[config.mk]
export PLATFORM = sky130hd
export DESIGN_NAME = lr35902_bg_fetch
export DESIGN_NICKNAME = d
export VERILOG_FILES = /design/src/rtl/lr35902_bg_fetch.sv
export SDC_FILE = /design/constraint.sdc
export NUM_CORES = 1
export LEC_CHECK = 0
export BUFFER_PORTS_ARGS = -buffer_cell sky130_fd_sc_hd__buf_4
export CAP_MARGIN = 20
export CORE_AREA = 2 2 109 111
export DETAILED_ROUTE_END_ITERATION = 10
export DIE_AREA = 0 0 111 113
export GPL_ROUTABILITY_DRIVEN = 1
export GPL_TIMING_DRIVEN = 0
export HOLD_SLACK_MARGIN = 0.03
export SETUP_SLACK_MARGIN = 0.3
export SLEW_MARGIN = 20
export SYNTH_ARGS = -nofsm -noshare
export SYNTH_HDL_FRONTEND = slang
export SYNTH_SLANG_ARGS = --single-unit
[constraint.sdc]
create_clock -name clk -period 2.9 [get_ports clk]
set_clock_uncertainty 0.2 [all_clocks]
set_input_delay 0.58 -clock clk [delete_from_list [all_inputs] [get_ports clk]]
set_output_delay 0.58 -clock clk [all_outputs]
set_load 0.01 [all_outputs]
[src/rtl/lr35902_bg_fetch.sv]
// Background tile fetcher: VRAM map/tile reads, 8-pixel shift buffer, pixel handshake.
// Optional `define BG_DISABLE_EN forces pix to 0 while bg_en is low.
module lr35902_bg_fetch #(
  parameter int LINE_PIXELS = 160
) (
  input  logic        clk,
  input  logic        reset,
  input  logic        line_start,
  input  logic [7:0]  ly,
  input  logic [7:0]  scy,
  input  logic [7:0]  scx,
  input  logic        map_sel,
  input  logic        data_sel,
  input  logic        bg_en,
  output logic [12:0] vram_adr,
  output logic        vram_read,
  input  logic        vram_gnt,
  input  logic [7:0]  vram_dout,
  output logic [1:0]  pix,
  output logic        pix_valid,
  input  logic        pix_ready,
  output logic        busy,
  output logic        line_done
);

  localparam int CW = $clog2(LINE_PIXELS + 1);

  typedef enum logic [2:0] {
    S_IDLE, S_MAP, S_MAP_W, S_LO, S_LO_W, S_HI, S_HI_W, S_PUSH
  } state_t;

  state_t          state_q, state_d;
  logic [7:0]      row_q, row_d;
  logic [4:0]      tx_q, tx_d;
  logic [2:0]      disc_q, disc_d;
  logic [CW-1:0]   out_q, out_d;
  logic [7:0]      tile_q, tile_d;
  logic [7:0]      lo_q, lo_d;
  logic [7:0]      hi_q, hi_d;
  logic [7:0]      sh_lo_q, sh_lo_d;
  logic [7:0]      sh_hi_q, sh_hi_d;
  logic [3:0]      cnt_q, cnt_d;
  logic            busy_q, busy_d;
  logic            done_q, done_d;

  logic [12:0] map_a, tile_base, lo_a, hi_a;
  logic        pop_out, pop_int, pop;
  logic [1:0]  raw_pix;

  assign map_a = (map_sel ? 13'h1C00 : 13'h1800)
               + {3'b0, row_q[7:3], 5'b0}
               + {8'b0, tx_q};
  // Signed tile index: 0x1000 + sext(tile)*16, so 0x80 lands on 0x0800
  assign tile_base = data_sel ? {1'b0, tile_q, 4'b0}
                              : 13'h1000 + {tile_q[7], tile_q, 4'b0};
  assign lo_a = tile_base + {9'b0, row_q[2:0], 1'b0};
  assign hi_a = lo_a + 13'd1;

  assign pix_valid = (cnt_q != 4'd0) && (disc_q == 3'd0);
  assign pop_out   = pix_valid && pix_ready;
  assign pop_int   = (cnt_q != 4'd0) && (disc_q != 3'd0);
  assign pop       = pop_out || pop_int;
  assign raw_pix   = {sh_hi_q[7], sh_lo_q[7]};

`ifdef BG_DISABLE_EN
  assign pix = bg_en ? raw_pix : 2'b00;
`else
  logic unused_bg_en;
  assign unused_bg_en = bg_en;
  assign pix = raw_pix;
`endif

  assign busy      = busy_q;
  assign line_done = done_q;

  always_comb begin
    vram_read = 1'b0;
    vram_adr  = 13'd0;
    unique case (state_q)
      S_MAP: begin
        vram_read = 1'b1;
        vram_adr  = map_a;
      end
      S_LO: begin
        vram_read = 1'b1;
        vram_adr  = lo_a;
      end
      S_HI: begin
        vram_read = 1'b1;
        vram_adr  = hi_a;
      end
      default: ;
    endcase
  end

  always_comb begin
    state_d = state_q;
    row_d   = row_q;
    tx_d    = tx_q;
    disc_d  = disc_q;
    out_d   = out_q;
    tile_d  = tile_q;
    lo_d    = lo_q;
    hi_d    = hi_q;
    sh_lo_d = sh_lo_q;
    sh_hi_d = sh_hi_q;
    cnt_d   = cnt_q;
    busy_d  = busy_q;
    done_d  = 1'b0;

    if (pop) begin
      sh_lo_d = {sh_lo_q[6:0], 1'b0};
      sh_hi_d = {sh_hi_q[6:0], 1'b0};
      cnt_d   = cnt_q - 4'd1;
      if (pop_int) disc_d = disc_q - 3'd1;
      if (pop_out) out_d = out_q + CW'(1);
    end

    unique case (state_q)
      S_IDLE: ;
      S_MAP:  if (vram_gnt) state_d = S_MAP_W;
      S_MAP_W: begin
        tile_d  = vram_dout;
        tx_d    = tx_q + 5'd1;
        state_d = S_LO;
      end
      S_LO:   if (vram_gnt) state_d = S_LO_W;
      S_LO_W: begin
        lo_d    = vram_dout;
        state_d = S_HI;
      end
      S_HI:   if (vram_gnt) state_d = S_HI_W;
      S_HI_W: begin
        hi_d    = vram_dout;
        state_d = S_PUSH;
      end
      S_PUSH: begin
        // Refill only once the last buffered pixel leaves this cycle
        if (cnt_q == 4'd0 || (cnt_q == 4'd1 && pop)) begin
          sh_lo_d = lo_q;
          sh_hi_d = hi_q;
          cnt_d   = 4'd8;
          state_d = S_MAP;
        end
      end
      default: state_d = S_IDLE;
    endcase

    if (pop_out && out_q == CW'(LINE_PIXELS - 1)) begin
      done_d  = 1'b1;
      busy_d  = 1'b0;
      cnt_d   = 4'd0;
      state_d = S_IDLE;
    end

    if (line_start) begin
      state_d = S_MAP;
      row_d   = ly + scy;
      tx_d    = scx[7:3];
      disc_d  = scx[2:0];
      out_d   = '0;
      cnt_d   = 4'd0;
      busy_d  = 1'b1;
      done_d  = 1'b0;
    end
  end

  always_ff @(posedge clk or posedge reset) begin
    if (reset) begin
      state_q <= S_IDLE;
      row_q   <= 8'd0;
      tx_q    <= 5'd0;
      disc_q  <= 3'd0;
      out_q   <= '0;
      tile_q  <= 8'd0;
      lo_q    <= 8'd0;
      hi_q    <= 8'd0;
      sh_lo_q <= 8'd0;
      sh_hi_q <= 8'd0;
      cnt_q   <= 4'd0;
      busy_q  <= 1'b0;
      done_q  <= 1'b0;
    end else begin
      state_q <= state_d;
      row_q   <= row_d;
      tx_q    <= tx_d;
      disc_q  <= disc_d;
      out_q   <= out_d;
      tile_q  <= tile_d;
      lo_q    <= lo_d;
      hi_q    <= hi_d;
      sh_lo_q <= sh_lo_d;
      sh_hi_q <= sh_hi_d;
      cnt_q   <= cnt_d;
      busy_q  <= busy_d;
      done_q  <= done_d;
    end
  end

endmodule

== Word-level counts from Yosys, hierarchy flattened ==
Index checks and enable logic that the tools add are counted.

* Input port bits: 40
* Register bits after elaboration: 73
* Word-level logic and storage cells: 91

* Multiplexer cells: 34
* $add $sub $neg: 10
* Equality and inequality tests: 13
* Reductions and logical operators: 21

{| class="wikitable"
|+ Operator list
! operator !! count
|-
| $mux W8 || 9
|-
| $pmux W13 S3 || 1
|-
| $mux W3 || 9
|-
| $pmux W3 S7 || 1
|-
| $mux W4 || 5
|-
| $ne A4 B4 Y1 const B || 4
|-
| $add A12 B11 Y13 || 1
|-
| $add A13 B1 Y13 const B || 1
|-
| $add A13 B13 Y13 const A || 1
|-
| $add A13 B4 Y13 || 1
|-
| $add A13 B5 Y13 || 1
|-
| $mux W13 || 1
|-
| $eq A3 B3 Y1 const B || 4
|-
| $mux W11 || 1
|-
| $mux W5 || 2
|-
| $reduce_bool A2 Y1 || 5
|-
| $reduce_bool A9 Y1 || 1
|-
| $add A8 B1 Y8 const B || 1
|-
| $add A8 B8 Y8 || 1
|-
| $eq A8 B8 Y1 const B || 1
|-
| $eq A3 B2 Y1 const B || 2
|-
| $add A5 B1 Y5 const B || 1
|-
| $logic_and A1 B1 Y1 || 5
|-
| $mux W1 || 5
|-
| 12 further kinds || 14
|}

== Longest topological paths before layout ==
* Word-level depth: 10
* Depth in mapped cells: 8
* Depth with buffers taken out: 8

== Worst setup path after synthesis ==
OpenSTA, ideal clock, no wires.

* Path kind: input port to flip-flop
* Start: input ly[0]
* End: register row_q[6]
* Path buffers: 0
* Setup slack: 0.514 ns
* Cell stages on the path: 8
* Arrival time: 2.060 ns
* Cell sequence: ha_1 > inv_1 > fa_1 > nor2b_1 > o31a_1 > o21ai_0 > mux2_2 > a221o_1

* Longest elaborated chain between the ends: 1

{| class="wikitable"
|+ RTL lines
! item !! line !! text
|-
| start, declared || 9 || <nowiki>input logic [7:0] ly,</nowiki>
|-
| $add A8 B8 Y8 || 158 || <nowiki>row_d = ly + scy;</nowiki>
|-
| end signal, assigned || 185 || <nowiki>row_q <= row_d;</nowiki>
|-
| end, declared || 33 || <nowiki>logic [7:0] row_q, row_d;</nowiki>
|}

No other way between the ends.
A chain may end at the register's enable or synchronous reset.

== Final worst setup path ==
* Start: register state_q[1]
* End: output vram_adr[7]

* Longest elaborated chain between the ends: 2

{| class="wikitable"
|+ RTL lines
! item !! line !! text
|-
| start, declared || 32 || <nowiki>state_t state_q, state_d;</nowiki>
|-
| start signal, assigned || 184 || <nowiki>state_q <= state_d;</nowiki>
|-
| $eq A3 B3 Y1 (tied with other cells) || 79 || <nowiki>unique case (state_q)</nowiki>
|-
| $pmux W13 S3 (*) || 79 ||
|-
| end, declared || 15 || <nowiki>output logic [12:0] vram_adr,</nowiki>
|}

Mark *: on every way between the ends. The rest lies on a longest branch, timed or not.

==> results.py <==
metrics = {
    "status": {
        "outcome": "finished, final reports clean",
    },
    "sta": {
        "fin_crit_sh_pct": 85.7,
        "max_freq_mhz": 402,
        "tightest_slew_ps": 778,
        "rsz0062_at_grt": "false",
        "slew_headroom_pct": 47.9,
        "final-setup-viol-count": 0,
        "hold_viol_final": 0,
        "fin_tns_setup_ps": 0,
        "fin_crit_ps": 2490,
        "report.final.slew_viol_count": 0,
    },
    "critical_path": {
        "crit_required_ps": 2120,
        "r2r-end": "sh_hi_q[4]",
        "reg2regPathDepth": 8,
        "crit_path_start_kind": "flop",
        "r2r_slack_ps": 640,
        "reg2reg_from": "disc_q[0]",
        "endpoint_kind": "output port",
        "worstPathArrival_ps": 1710,
        "worstSetupPathType": "reg -> out",
        "worstSetupStartpoint": "state_q[1]",
        "path_max_fanout": 10,
    },
    "final_layout": {
        "final.fill_count": 1077,
        "syn_to_final_growth_pct": 24.0,
        "drive_gt1_share_pct": 28.2,
        "final_nets": 500,
        "antenna_cells": 0,
        "final_area_sq_mm": 0.00487,
        "utilization_pct": 43.2,
    },
    "pwr": {
        "peakVddDrop_mv": 0.385,
        "cellLeakagePower_uw": 0.00226,
        "power.total_uw": 3630,
        "p_per_area_mw_per_mm2": 747,
    },
    "synth": {
        "ys_warn_count": 0,
        "yosysMostFrequentCell": "dfrtp_1",
        "syn_inst": 377,
        "ys.flop_type": "dfrtp_1",
        "syn_area_per_cell_sq_um": 10.4,
        "synth_area_leaders": "dfrtp_1 47%, mux2_2 8.0%, mux2i_1 6.4%",
        "synth_area_sq_mm": 0.00393,
        "yosys_register_bits": 73,
        "ys_seq_area_share_pct": 46.5,
        "syn_nets": 431,
        "async_reset_ff_share_pct": 100,
        "synth_edf_count": 0,
        "synth_cell_type_count": 46,
        "synth_common_cells": "73 x dfrtp_1, 39 x nor2_1, 30 x nand2_1, 28 x mux2_2",
        "synth_top_area_share_pct": 46.5,
        "yosys.area.top_type": "dfrtp_1",
    },
    "global_route": {
        "grt_antenna_before_repair": 0,
        "first_global_vias": 2941,
        "grt_max_degree": 30,
        "grt_overflow_total": 0,
        "grt_use_total_pct": 14.2,
        "grt_pass1_wl_um": 14400,
    },
    "routing": {
        "drtIter0Drc": 86,
        "dr.pass1.iters": 4,
        "via_count": 2918,
        "wl_per_cell_um": 14.4,
        "via_per_inst": 4.91,
        "ant_nets": 0,
        "finalWirelength_um": 8530,
        "drc": 0,
    },
    "clocking": {
        "htree_levels": 3,
        "clock_tree.buffer_depth": 2,
        "clock-root-buffer": "clkbuf_16",
        "cts.sinks": 73,
        "numCtsBuffers": 9,
        "cts_setup_buffers": 0,
        "clk-insertion-delay-late_ps": 330,
        "clk_pin_slew_ps": 60,
        "tritoncts": "built",
    },
    "run": {
        "max_cap_violations": 0,
    },
    "floorplan": {
        "rows": 39,
        "start_util_pct": 34.8,
        "die_w_um": 111,
        "fp.dieH_um": 113,
        "die_area_sq_mm": 0.0125,
        "fp.coreArea_sq_mm": 0.0113,
        "ios": 59,
    },
    "min_path": {
        "hp-class": "in -> async",
    },
    "place": {
        "gp_congestion": 0.819,
        "dpl-instance-area_sq_mm": 0.00458,
        "hpwl_um": 6420,
        "port_buffers": 56,
    },
}
==> kinds of logic (layout without fill, tap and decap cells) <==
logic type / after synthesis / in the layout / share of synthesized area, %
xor+xnor: 21 / 21 / 4.69
mux: 53 / 53 / 14.4
buf+inv: 33 / 107 / 4.11
compound gates: 68 / 68 / 10.2
flops: 73 / 73 / 46.5
simple gates: 115 / 115 / 15.4
fa+ha+maj: 14 / 14 / 4.65
==> cells in the final DEF, fill, tap and decap left out, drive strengths merged, types with 2 or more instances in the layout <==
cell | synthesis | final
nor3 | 3 | 3
o21bai | 2 | 2
mux2i | 25 | 25
xor2 | 11 | 11
a21o | 3 | 3
clkinvlp | 0 | 4
inv | 11 | 14
mux2 | 28 | 28
and3 | 2 | 2
a211oi | 3 | 3
a21oi | 25 | 25
and2 | 10 | 10
clkbuf | 8 | 19
nor2b | 5 | 5
nand2 | 30 | 30
buf | 13 | 69
o22ai | 6 | 6
nor2 | 39 | 39
nor4 | 2 | 2
o21ai | 23 | 23
nand4 | 9 | 9
nand3 | 4 | 4
dfrtp | 73 | 73
ha | 13 | 13
xnor2 | 10 | 10
nor3b | 7 | 7
==> critical path: stages (launching register included) <==
cell and delay (ps):
dfrtp_1 320, buf_4 160, clkbuf_4 270, mux2i_1 220, o22ai_1 90, and2_1 190, buf_4 140
==> metrics by stage <==
| stage | hold slack (ps) | std cells | setup slack, ps |
|---|---|---|---|
| 6_report | 141 | 594 | 413 |
| 5_1_grt | 179 | 594 | 322 |
| 4_1_cts | 157 | 594 | 319 |
| 3_5_place_dp | 274 | 578 | 290 |
| 3_3_place_gp | 273 | 576 | 308 |
| 2_1_floorplan | 253 | 377 | 514 |
==> layout make-up <==
class,count,area (sq um),share of cell area (%)
sequential,73,1830,37.5
clock inverter,7,60.1,1.23
clock buffer,9,225,4.63
buffer,21,123,2.52
inverter,12,48.8,1.00
timing repair buffer,58,468,9.61
tap,143,179,3.68
multi-input combinational,271,1940,39.8
==> sequential cells by signal (all words and copies together) (netlist names) <==
register,cells
tx_q,5
row_q,8
tile_q,8
cnt_q,4
out_q,8
disc_q,3
hi_q,8
sh_hi_q,8
busy,1
lo_q,8
state_q,3
line_done,1
sh_lo_q,8
==> where the power goes <==
group | internal [uW] | switching (uW) | leakage (uW)
logic | 608 | 558 | 0.00120
clock network | 594 | 458 | 0.000131
registers | 1250 | 164 | 0.000928
total | 2450 | 1180 | 0.00226
==> repair_timing <==
item                                    4_1_cts  5_1_grt
endpoints found under the setup margin        0       11
gates resized for setup                       0        6
hold buffers                                  0        0
==> per-layer routing <==
layer  GRT usage (%)  up-vias  part of all wire [%]
met3            2.57        5                   2.4
met1            19.2     1423                    48
met2            23.1       46                    48
met4            4.83        0                   1.0
met5               0        -                     0
li1                -     1444                     -
==> how the worst max path moves through the flow <==
stage | to | slack (ps) | cells after the start
after floorplan | row_q[6] | 510 | 8
final | vram_adr[7] | 410 | 6
after global placement | row_q[6] | 310 | 9
after global routing | vram_adr[9] | 320 | 6
after detailed placement | row_q[6] | 290 | 9
after CTS | vram_adr[9] | 320 | 4
(Power assumes the default switching activity.)
